**src/rtl/tt_um_johnson_rx.sv**
```systemverilog
// tt_um_johnson_rx: receive-side checker for an 8-bit Johnson counter stream.
// Stage 1 captures a strobed code word; stage 2 decodes it to a phase,
// flags illegal codes and runs a flywheel lock FSM with a saturating
// error counter.
//
// Handshake: there is no valid/ready pair. uio_in[0] is a one-cycle
// "valid" strobe that is always accepted when ena=1 (no backpressure);
// each accepted strobe produces exactly one stage-2 update on the next edge.
module tt_um_johnson_rx #(
  parameter int LOCK_COUNT = 4,
  parameter int ERR_W      = 6
) (
  input  logic       clk,
  input  logic       rst_n,
  input  logic       ena,
  input  logic [7:0] ui_in,
  input  logic [7:0] uio_in,
  output logic [7:0] uo_out,
  output logic [7:0] uio_out,
  output logic [7:0] uio_oe
);

  typedef enum logic [1:0] {
    ST_HUNT   = 2'd0,
    ST_CHECK  = 2'd1,
    ST_LOCKED = 2'd2
  } state_t;

  localparam int GW = $clog2(LOCK_COUNT + 1);
  localparam logic [GW-1:0] LOCK_VAL = GW'(LOCK_COUNT);

  // Stage 1 registers
  logic [7:0]       code_q, code_d;
  logic             sample_v_q, sample_v_d;

  // Stage 2 registers
  logic [3:0]       phase_q, phase_d;
  logic             legal_q, legal_d;
  state_t           state_q, state_d;
  logic [3:0]       expected_q, expected_d;
  logic [GW-1:0]    good_cnt_q, good_cnt_d;
  logic             miss_q, miss_d;
  logic             seq_err_q, seq_err_d;
  logic [ERR_W-1:0] err_cnt_q, err_cnt_d;

  // Decode helpers
  logic [2:0]       trans;
  logic [3:0]       pop;
  logic             dec_legal;
  logic [3:0]       dec_phase;
  logic             dec_good;
  logic [GW-1:0]    good_inc;
  logic             err_inc;

  logic unused_uio_bits;
  assign unused_uio_bits = ^uio_in[7:2];

  // Decode the captured word: legality by adjacent-bit transitions, phase by popcount.
  always_comb begin
    trans = 3'd0;
    pop   = 4'd0;
    for (int i = 0; i < 7; i++) begin
      trans = trans + {2'b00, code_q[i] ^ code_q[i+1]};
    end
    for (int i = 0; i < 8; i++) begin
      pop = pop + {3'b000, code_q[i]};
    end
    dec_legal = (trans <= 3'd1);
    // 16 - popcount wraps to -popcount in 4 bits; MSB-set codes are the falling half.
    dec_phase = code_q[7] ? (4'd0 - pop) : pop;
    dec_good  = dec_legal && (dec_phase == expected_q);
    good_inc  = good_cnt_q + GW'(1);
  end

  // Stage 1: capture a strobed word while enabled.
  always_comb begin
    code_d     = code_q;
    sample_v_d = 1'b0;
    if (ena && uio_in[0]) begin
      code_d     = ui_in;
      sample_v_d = 1'b1;
    end
  end

  // Stage 2: phase/legal registers and lock FSM next state.
  always_comb begin
    phase_d    = phase_q;
    legal_d    = legal_q;
    state_d    = state_q;
    expected_d = expected_q;
    good_cnt_d = good_cnt_q;
    miss_d     = miss_q;
    seq_err_d  = 1'b0;
    err_inc    = 1'b0;
    if (sample_v_q) begin
      legal_d = dec_legal;
      if (dec_legal) phase_d = dec_phase;
      case (state_q)
        ST_HUNT: begin
          if (dec_legal) begin
            expected_d = dec_phase + 4'd1;
            good_cnt_d = '0;
            state_d    = ST_CHECK;
          end
        end
        ST_CHECK: begin
          if (dec_good) begin
            good_cnt_d = good_inc;
            expected_d = expected_q + 4'd1;
            if (good_inc == LOCK_VAL) begin
              state_d = ST_LOCKED;
              miss_d  = 1'b0;
            end
          end else if (dec_legal) begin
            expected_d = dec_phase + 4'd1;
            good_cnt_d = '0;
          end else begin
            state_d = ST_HUNT;
          end
        end
        ST_LOCKED: begin
          // Flywheel: expected advances on every sample, good or bad.
          expected_d = expected_q + 4'd1;
          if (dec_good) begin
            miss_d = 1'b0;
          end else begin
            seq_err_d = 1'b1;
            err_inc   = 1'b1;
            miss_d    = 1'b1;
            if (miss_q) begin
              state_d = ST_HUNT;
              miss_d  = 1'b0;
            end
          end
        end
        default: state_d = ST_HUNT;
      endcase
    end
  end

  // Error counter: clear beats increment, increment saturates.
  always_comb begin
    err_cnt_d = err_cnt_q;
    if (ena && uio_in[1]) begin
      err_cnt_d = '0;
    end else if (err_inc && (err_cnt_q != {ERR_W{1'b1}})) begin
      err_cnt_d = err_cnt_q + ERR_W'(1);
    end
  end

  // All state registers with asynchronous active-low reset.
  always_ff @(posedge clk or negedge rst_n) begin
    if (!rst_n) begin
      code_q     <= 8'h00;
      sample_v_q <= 1'b0;
      phase_q    <= 4'd0;
      legal_q    <= 1'b0;
      state_q    <= ST_HUNT;
      expected_q <= 4'd0;
      good_cnt_q <= '0;
      miss_q     <= 1'b0;
      seq_err_q  <= 1'b0;
      err_cnt_q  <= '0;
    end else begin
      code_q     <= code_d;
      sample_v_q <= sample_v_d;
      phase_q    <= phase_d;
      legal_q    <= legal_d;
      state_q    <= state_d;
      expected_q <= expected_d;
      good_cnt_q <= good_cnt_d;
      miss_q     <= miss_d;
      seq_err_q  <= seq_err_d;
      err_cnt_q  <= err_cnt_d;
    end
  end

  assign uo_out  = {(err_cnt_q == {ERR_W{1'b1}}), seq_err_q,
                    (state_q == ST_LOCKED), legal_q, phase_q};
  assign uio_out = {err_cnt_q, 2'b00};
  assign uio_oe  = 8'hFC;

endmodule

```
**config.mk**
```make
export PLATFORM = sky130hd
export DESIGN_NAME = tt_um_johnson_rx
export DESIGN_NICKNAME = d
export VERILOG_FILES = /design/src/rtl/tt_um_johnson_rx.sv
export SDC_FILE = /design/constraint.sdc
export NUM_CORES = 1
export LEC_CHECK = 0
export BUFFER_PORTS_ARGS = -buffer_cell sky130_fd_sc_hd__buf_4
export CAP_MARGIN = 20
export CORE_MARGIN = 2
export CORE_UTILIZATION = 25
export CTS_BUF_LIST = sky130_fd_sc_hd__clkbuf_8
export CTS_CLUSTER_SIZE = 28
export DETAILED_ROUTE_END_ITERATION = 8
export MAX_ROUTING_LAYER = met4
export PLACE_DENSITY = 0.41
export SYNTH_ARGS = -nofsm -noshare
export SYNTH_HDL_FRONTEND = slang
export SYNTH_SLANG_ARGS = --single-unit
```
**constraint.sdc**
```tcl
create_clock -name clk -period 4.9 [get_ports clk]
set_input_delay 0.49 -clock clk [delete_from_list [all_inputs] [get_ports clk]]
set_output_delay 0.49 -clock clk [all_outputs]
set_load 0.02 [all_outputs]
```
==> results of run 1 <==
## what timing repair did
action	CTS	global route
gates resized for setup	0	1
buffers inserted	0	3
setup endpoints to repair	0	1
## per-stage QoR
stage	worst slack [ns]	cells	TNS [ns]	total power [mW]	hold slack, ns
2_1_floorplan	0.378	241	0	1.02	0.194
6_report	0.277	378	0	1.52	0.148
5_1_grt	-0.00213	378	-0.00213	1.67	0.181
4_1_cts	0.135	375	0	1.50	0.164
3_3_place_gp	0.163	368	0	1.28	0.470
3_5_place_dp	0.174	368	0	1.28	0.474
## power by group through the flow
| stage | Sequential, mW | Clock, mW | Combinational (mW) |
|---|---|---|---|
| 6_report | 0.351 | 0.213 | 0.956 |
| 5_1_grt | 0.359 | 0.235 | 1.08 |
| 4_1_cts | 0.353 | 0.221 | 0.924 |
| 3_5_place_dp | 0.357 | 0 | 0.920 |
| 3_3_place_gp | 0.358 | 0 | 0.922 |
| 2_1_floorplan | 0.360 | 0 | 0.656 |
## critical path, delay by kind of cell (launching register included)
kind                     cells  cell delay, ns
adder cells (fa/ha/maj)      5            2.11
AND/OR/NAND/NOR              4            1.29
buffers and inverters        4            0.48
flip-flops                   1            0.40
AO/OA/AOI/OAI                2            0.27
## layout make-up
cell class / count / share of cell area
Sequential cell: 31 / 0.286
Tap cell: 108 / 0.0499
Inverter: 27 / 0.0374
Clock buffer: 6 / 0.0305
Clock inverter: 1 / 0.00185
Multi-Input combinational cell: 170 / 0.497
Timing Repair Buffer: 35 / 0.0970
## registers in the layout, indices dropped and copies added, names as in the netlist
register,count
expected_q,4
good_cnt_q,3
code_q,8
err_cnt_q,6
legal_q,1
sample_v_q,1
seq_err_q,1
miss_q,1
state_q,2
phase_q,4
## placed cells by master (no fill, tap or decap), types with 2 or more instances in the layout
| cell | count |
|---|---|
| nand4_1 | 3 |
| dfrtp_1 | 31 |
| conb_1 | 10 |
| o211ai_1 | 5 |
| nand2_1 | 26 |
| mux2_2 | 2 |
| fa_1 | 7 |
| inv_1 | 26 |
| or3_1 | 2 |
| o31ai_1 | 4 |
| xor2_1 | 8 |
| nand3_1 | 6 |
| nand4b_1 | 3 |
| a21boi_1 | 2 |
| o21ai_0 | 20 |
| nor2b_1 | 4 |
| clkbuf_8 | 6 |
| ha_1 | 15 |
| and3_1 | 5 |
| buf_4 | 35 |
| o21ai_1 | 3 |
| mux2i_1 | 2 |
| a41oi_1 | 2 |
| nand2b_1 | 2 |
| xnor2_1 | 5 |
| a21o_1 | 3 |
| a21oi_1 | 3 |
| o41ai_1 | 2 |
## how the worst max path moves through the flow
stage                          startpoint                  endpoint  slack (ns)  cells after the start
floorplan           code_q[0]$_DFFE_PN0P_    state_q[1]$_DFFE_PN0P_        0.38                     15
global placement    code_q[0]$_DFFE_PN0P_    state_q[1]$_DFFE_PN0P_        0.16                     15
detailed placement  code_q[0]$_DFFE_PN0P_    state_q[1]$_DFFE_PN0P_        0.17                     15
CTS                 code_q[0]$_DFFE_PN0P_    state_q[1]$_DFFE_PN0P_        0.13                     15
global route        code_q[3]$_DFFE_PN0P_    state_q[1]$_DFFE_PN0P_      -0.002                     15
finish              code_q[3]$_DFFE_PN0P_  err_cnt_q[5]$_DFFE_PN0P_        0.28                     15
## layer usage
metal / part of all wire / vias to the layer above / global-route usage
li1: - / 871 / -
met1: 0.52 / 868 / 0.154
met2: 0.44 / 35 / 0.171
met3: 0.030 / 5 / 0.0218
met4: 0.012 / 0 / 0.0316
met5: 0 / - / -
## kinds of logic after synthesis
| kind of cell | Yosys count | synth area share |
|---|---|---|
| and+or+nand+nor | 62 | 0.156 |
| AOI/OAI and AO/OA | 57 | 0.189 |
| buffers and inverters | 40 | 0.0855 |
| DFF | 31 | 0.340 |
| adders and majority gates | 22 | 0.144 |
| xor gates and xnor gates | 14 | 0.0608 |
| muxes | 5 | 0.0230 |
| other | 2 | 0.00329 |
==> results.toml, run 1 <==
[timing]
worst_pin_slew_ns = 0.570
finClkSkew_ns = 0.00639
slew_violations = 0
hold_violations = 0
slew_headroom = 0.618
setup_viol = 0
fin_crit_ns = 4.62
clock.fmax_mhz = 216
post-route-period-util = 0.943

[global_routing]
overflow = 0
grt_usage = 0.113
antenna_found_initial = 0
grt_pass1_wl_um = 8710
grt_pass1_vias = 1749
grt_max_degree = 32

[synthesis]
ys_ff_latch = 31
synth_common_cells = "31 x dfrtp_1, 26 x inv_1, 26 x nand2_1, 20 x o21ai_0, 15 x ha_1"
synth_ff_type = "dfrtp_1"
yosysWarningCount = 0
synth-edff-count = 0
synth_top_area_frac = 0.340
synth.avg_cell_area_um2 = 9.80
synth_top_cell_by_area = "dfrtp_1"
ys_seq_area_frac = 0.340
synth_area_um2 = 2280
synth_cells = 233
async_flop_share = 1.00
synth_top_cells_by_area = "dfrtp_1 34%, ha_1 8.2%, fa_1 6.1%"
yosysMostFrequentCell = "dfrtp_1"
synth_cell_types = 54

[worst_hold_path]
min_path_type = "in2async"

[placement]
post_dp_cell_area_um2 = 2590
hpwl_um = 3790
portBuffers = 26
gp_congestion = 0.741

[critical_path]
crit_type = "reg2reg"
arrival_ns = 4.84
crit_path_frequent_cell = "fa_1"
reg2reg_to = "err_cnt_q[5]$_DFFE_PN0P_"
rr_worst_depth = 15
r2r-start = "code_q[3]$_DFFE_PN0P_"
end_kind = "flip-flop"
cp_max_fo = 7
reg2reg_setup_slack_ns = 0.28
cp_slowest_cell = "fa_1"
required_ns = 5.12
crit_chain = "inv_1 > fa_1 > fa_1 > fa_1 > inv_1 > ha_1 > fa_1 > buf_4 > nor3b_2 > a2111oi_4 > nor3_2 > o311ai_4 > buf_4 > or4b_1 > nand2_1"
cp-start-kind = "flip-flop"
max_stage_delay_ns = 0.52

[drt]
drt-total-wl_um = 5100
drt_pass1_iterations = 4
ant_nets = 0
wl_per_cell_um = 13.5
dr.first_iter.drc_count = 44
drc_errors = 0
vias = 1779
viasPerCell = 4.71

[power]
peakVddDrop_mv = 0.199
sw_frac_of_total = 0.448
p_comb_frac = 0.629
intPower_uw = 839
p_leak_nw = 1.28
power_density_nw_per_um2 = 561
p_seq_frac = 0.231
p_clk_frac = 0.140
switching_power_uw = 681

[die]
die-area_um2 = 9910
fp.coreArea_um2 = 8810
rows = 34
initial_core_util = 0.259
ioPinCount = 43
die_width_um = 99.6
die_h_um = 99.6

[clock_network]
cts_sinks = 31
cts_tree = "yes"
cts_buffers = 5
cts_hold_buf = 0
clk_pin_slew_ns = 0.07
cts.path.max_buffers = 2
cts-root-buf = "clkbuf_8"
clkLatencyLatePin_ns = 0.28
htreeDepth = 2

[layout]
drive_gt1_frac = 0.219
multi_input_area_um2 = 1350
fill_cells = 936
post-route-util = 0.308
final_area_um2 = 2710
seqCellArea_um2 = 776
area_growth_pct = 18.6
nets = 311
n_antenna_cell = 0

[flow_run]
drv_cap = 0

[run_status]
status = "completed"
Power figures use the tool's default switching activity.
==> run 2: changes to the inputs <==
ABC_AREA = 1   (was not set)
ABC_CLOCK_PERIOD_IN_PS = 4900   (was not set)
==> results.toml, run 2 <==
[run_status]
status = "completed"

[timing]
fin_crit_ns = 4.23
hold_violations = 0
setup_viol = 0
clock.fmax_mhz = 237
slew_violations = 0
grt_setup_unrepaired = "false"
holdWs_ns = 0.132
post-route-period-util = 0.862
fin_tns_setup_ns = 0
finClkSkew_ns = 0.0103

[critical_path]
reg2reg_setup_slack_ns = 0.67
crit_type = "reg2reg"
end_kind = "flip-flop"
critPathLaunch = "code_q[0]$_DFFE_PN0P_"
cp_max_fo = 4
crit_chain = "inv_1 > fa_1 > fa_1 > fa_1 > inv_1 > ha_1 > fa_1 > inv_1 > ha_1 > nand2_2 > o21ai_4 > inv_2 > nand2_2 > nand3_4 > nor2_8 > nand3_4 > nand2_4 > nand2_4 > clkinv_2 > nand2_1 > nand2_1 > nand2_1"
required_ns = 5.07
r2r-start = "code_q[0]$_DFFE_PN0P_"
arrival_ns = 4.40
cp_slowest_cell = "fa_1"
cp-start-kind = "flip-flop"
crit_path_frequent_cell = "fa_1"
crit_family = "adder cells"
max_stage_delay_ns = 0.56
cp_num_buf_inv = 5

[die]
fp.coreArea_um2 = 9150
initial_core_util = 0.254
die_width_um = 101
die_h_um = 101
die-area_um2 = 10100
ioPinCount = 43
rows = 35

[synthesis]
synth_cells = 289
synth_top_area_frac = 0.333
async_flop_share = 1.00
yosysWarningCount = 0
synth_top_cells_by_area = "dfrtp_1 33%, nand2_1 10%, ha_1 8.1%"
ys_ff_latch = 31
synth_cell_types = 34
synth_top_cell_by_area = "dfrtp_1"
synth_ff_type = "dfrtp_1"
synth_common_cells = "64 x nand2_1, 41 x inv_1, 31 x dfrtp_1, 19 x o21ai_0, 18 x nand3_1"
ys_seq_area_frac = 0.333
synth.avg_cell_area_um2 = 8.06
yosysMostFrequentCell = "nand2_1"
synth_area_um2 = 2330
synth-edff-count = 0

[clock_network]
clkLatencyLatePin_ns = 0.29
cts_hold_buf = 0
htreeDepth = 2
cts_setup_buffers = 0
clk_pin_slew_ns = 0.07
cts-root-buf = "clkbuf_8"
cts_tree = "yes"
ctsResizeCount = 0
cts_buffers = 5
cts.path.max_buffers = 2
cts_sinks = 31

[drt]
drt-total-wl_um = 4750
dr.first_iter.drc_count = 61
wl_per_cell_um = 11.1
ant_nets = 0
viasPerCell = 4.21
vias = 1801
drt_pass1_iterations = 4
drc_errors = 0

[layout]
fill_cells = 984
final_area_um2 = 2670
n_antenna_cell = 0
largestRegisters = "code_q (8), err_cnt_q (6)"
final_cell_mix = "64 x nand2_1, 43 x inv_1, 31 x dfrtp_1"
final_common_cell = "nand2_1"
area_growth_pct = 14.7
nets = 357
largest_register_ffs = 8
drive_gt1_frac = 0.180
regMostFlops = "code_q"

[placement]
gp_congestion = 0.774
hpwl_um = 3640
post_dp_cell_area_um2 = 2590
portBuffers = 26

[global_routing]
use_met2 = 0.158
antenna_found_initial = 0
overflow = 0
grt_usage = 0.108
grt_pass1_wl_um = 8360
grt_pass1_vias = 1741
grt_util_met1 = 0.150
grtUsageMet3 = 0.0264
top_usage_layer = "met2"
grt_max_degree = 32

[power]
power_density_nw_per_um2 = 569
peakVddDrop_mv = 0.151
power_mw = 1.52
p_leak_nw = 1.39

[worst_hold_path]
min_path_type = "in2async"

[flow_run]
drv_cap = 0
[run 2: cell count changes after synthesis, sizes merged, moves of 5 or more]
cell / delta
nand2: +49
inv: +16
nand3: +16
nor2: +16
a21oi: +8
and3: -5
o211ai: -5
[run 2: cell families (layout without fill, tap and decap cells)]
logic type               Yosys count  in the layout  share of synthesized area
adder cells (fa/ha/maj)           22             22                      0.141
buffers and inverters             59             79                      0.119
other                              2             10                    0.00323
AO/OA/AOI/OAI                     36             36                     0.0854
flip-flops                        31             31                      0.333
AND/OR/NAND/NOR                  128            128                      0.277
XOR/XNOR                          11             11                     0.0414
[run 2: path summary, 6_finish.rpt]
check | to | cells after the start
worst max-delay path | miss_q$_DFFE_PN0P_ | 22
worst min-delay path | phase_q[2]$_DFFE_PN0P_ | 1
worst max register to register | miss_q$_DFFE_PN0P_ | 22
worst min register to register | miss_q$_DFFE_PN0P_ | 2
max in group asynchronous | code_q[7]$_DFFE_PN0P_ | 1
min in group clk | code_q[2]$_DFFE_PN0P_ | 3
[run 2: layer usage]
layer  up-vias  routed length [µm]
met4         0                  29
met5         -                   0
li1        941                   -
met1       820                2410
met2        35                2120
met3         5                 191
[run 2: where the power goes]
part,leakage (nW),total (mW),internal (mW),switching (mW)
Clock,0.0505,0.199,0.0956,0.103
Combinational,0.943,0.947,0.361,0.586
Sequential,0.398,0.373,0.313,0.0605
Total,1.39,1.52,0.770,0.749
[run 2: final cells by class]
type | instances | area (µm²) | share of cell area
multi-input combinational | 207 | 1310 | 0.489
sequential | 31 | 776 | 0.290
timing repair buffer | 27 | 203 | 0.0759
inverter | 44 | 166 | 0.0623
tap | 111 | 139 | 0.0520
clock buffer | 5 | 68.8 | 0.0258
clock inverter | 3 | 12.5 | 0.00468
[run 2: stage by stage]
step | std cells | worst slack [ns] | utilization
floorplan | 297 | 0.950 | -
global placement | 420 | 0.672 | 0.283
detailed placement | 420 | 0.653 | 0.283
CTS | 428 | 0.643 | 0.292
global route | 428 | 0.428 | 0.292
finish | 428 | 0.674 | 0.292
[run 2: worst reg2reg max path, delay by kind of cell (launching register included)]
kind	cells	cell delay (ns)
adder cells (fa/ha/maj)	6	2.48
AO/OA/AOI/OAI	1	0.10
AND/OR/NAND/NOR	10	0.82
flip-flops	1	0.38
buffers and inverters	5	0.34
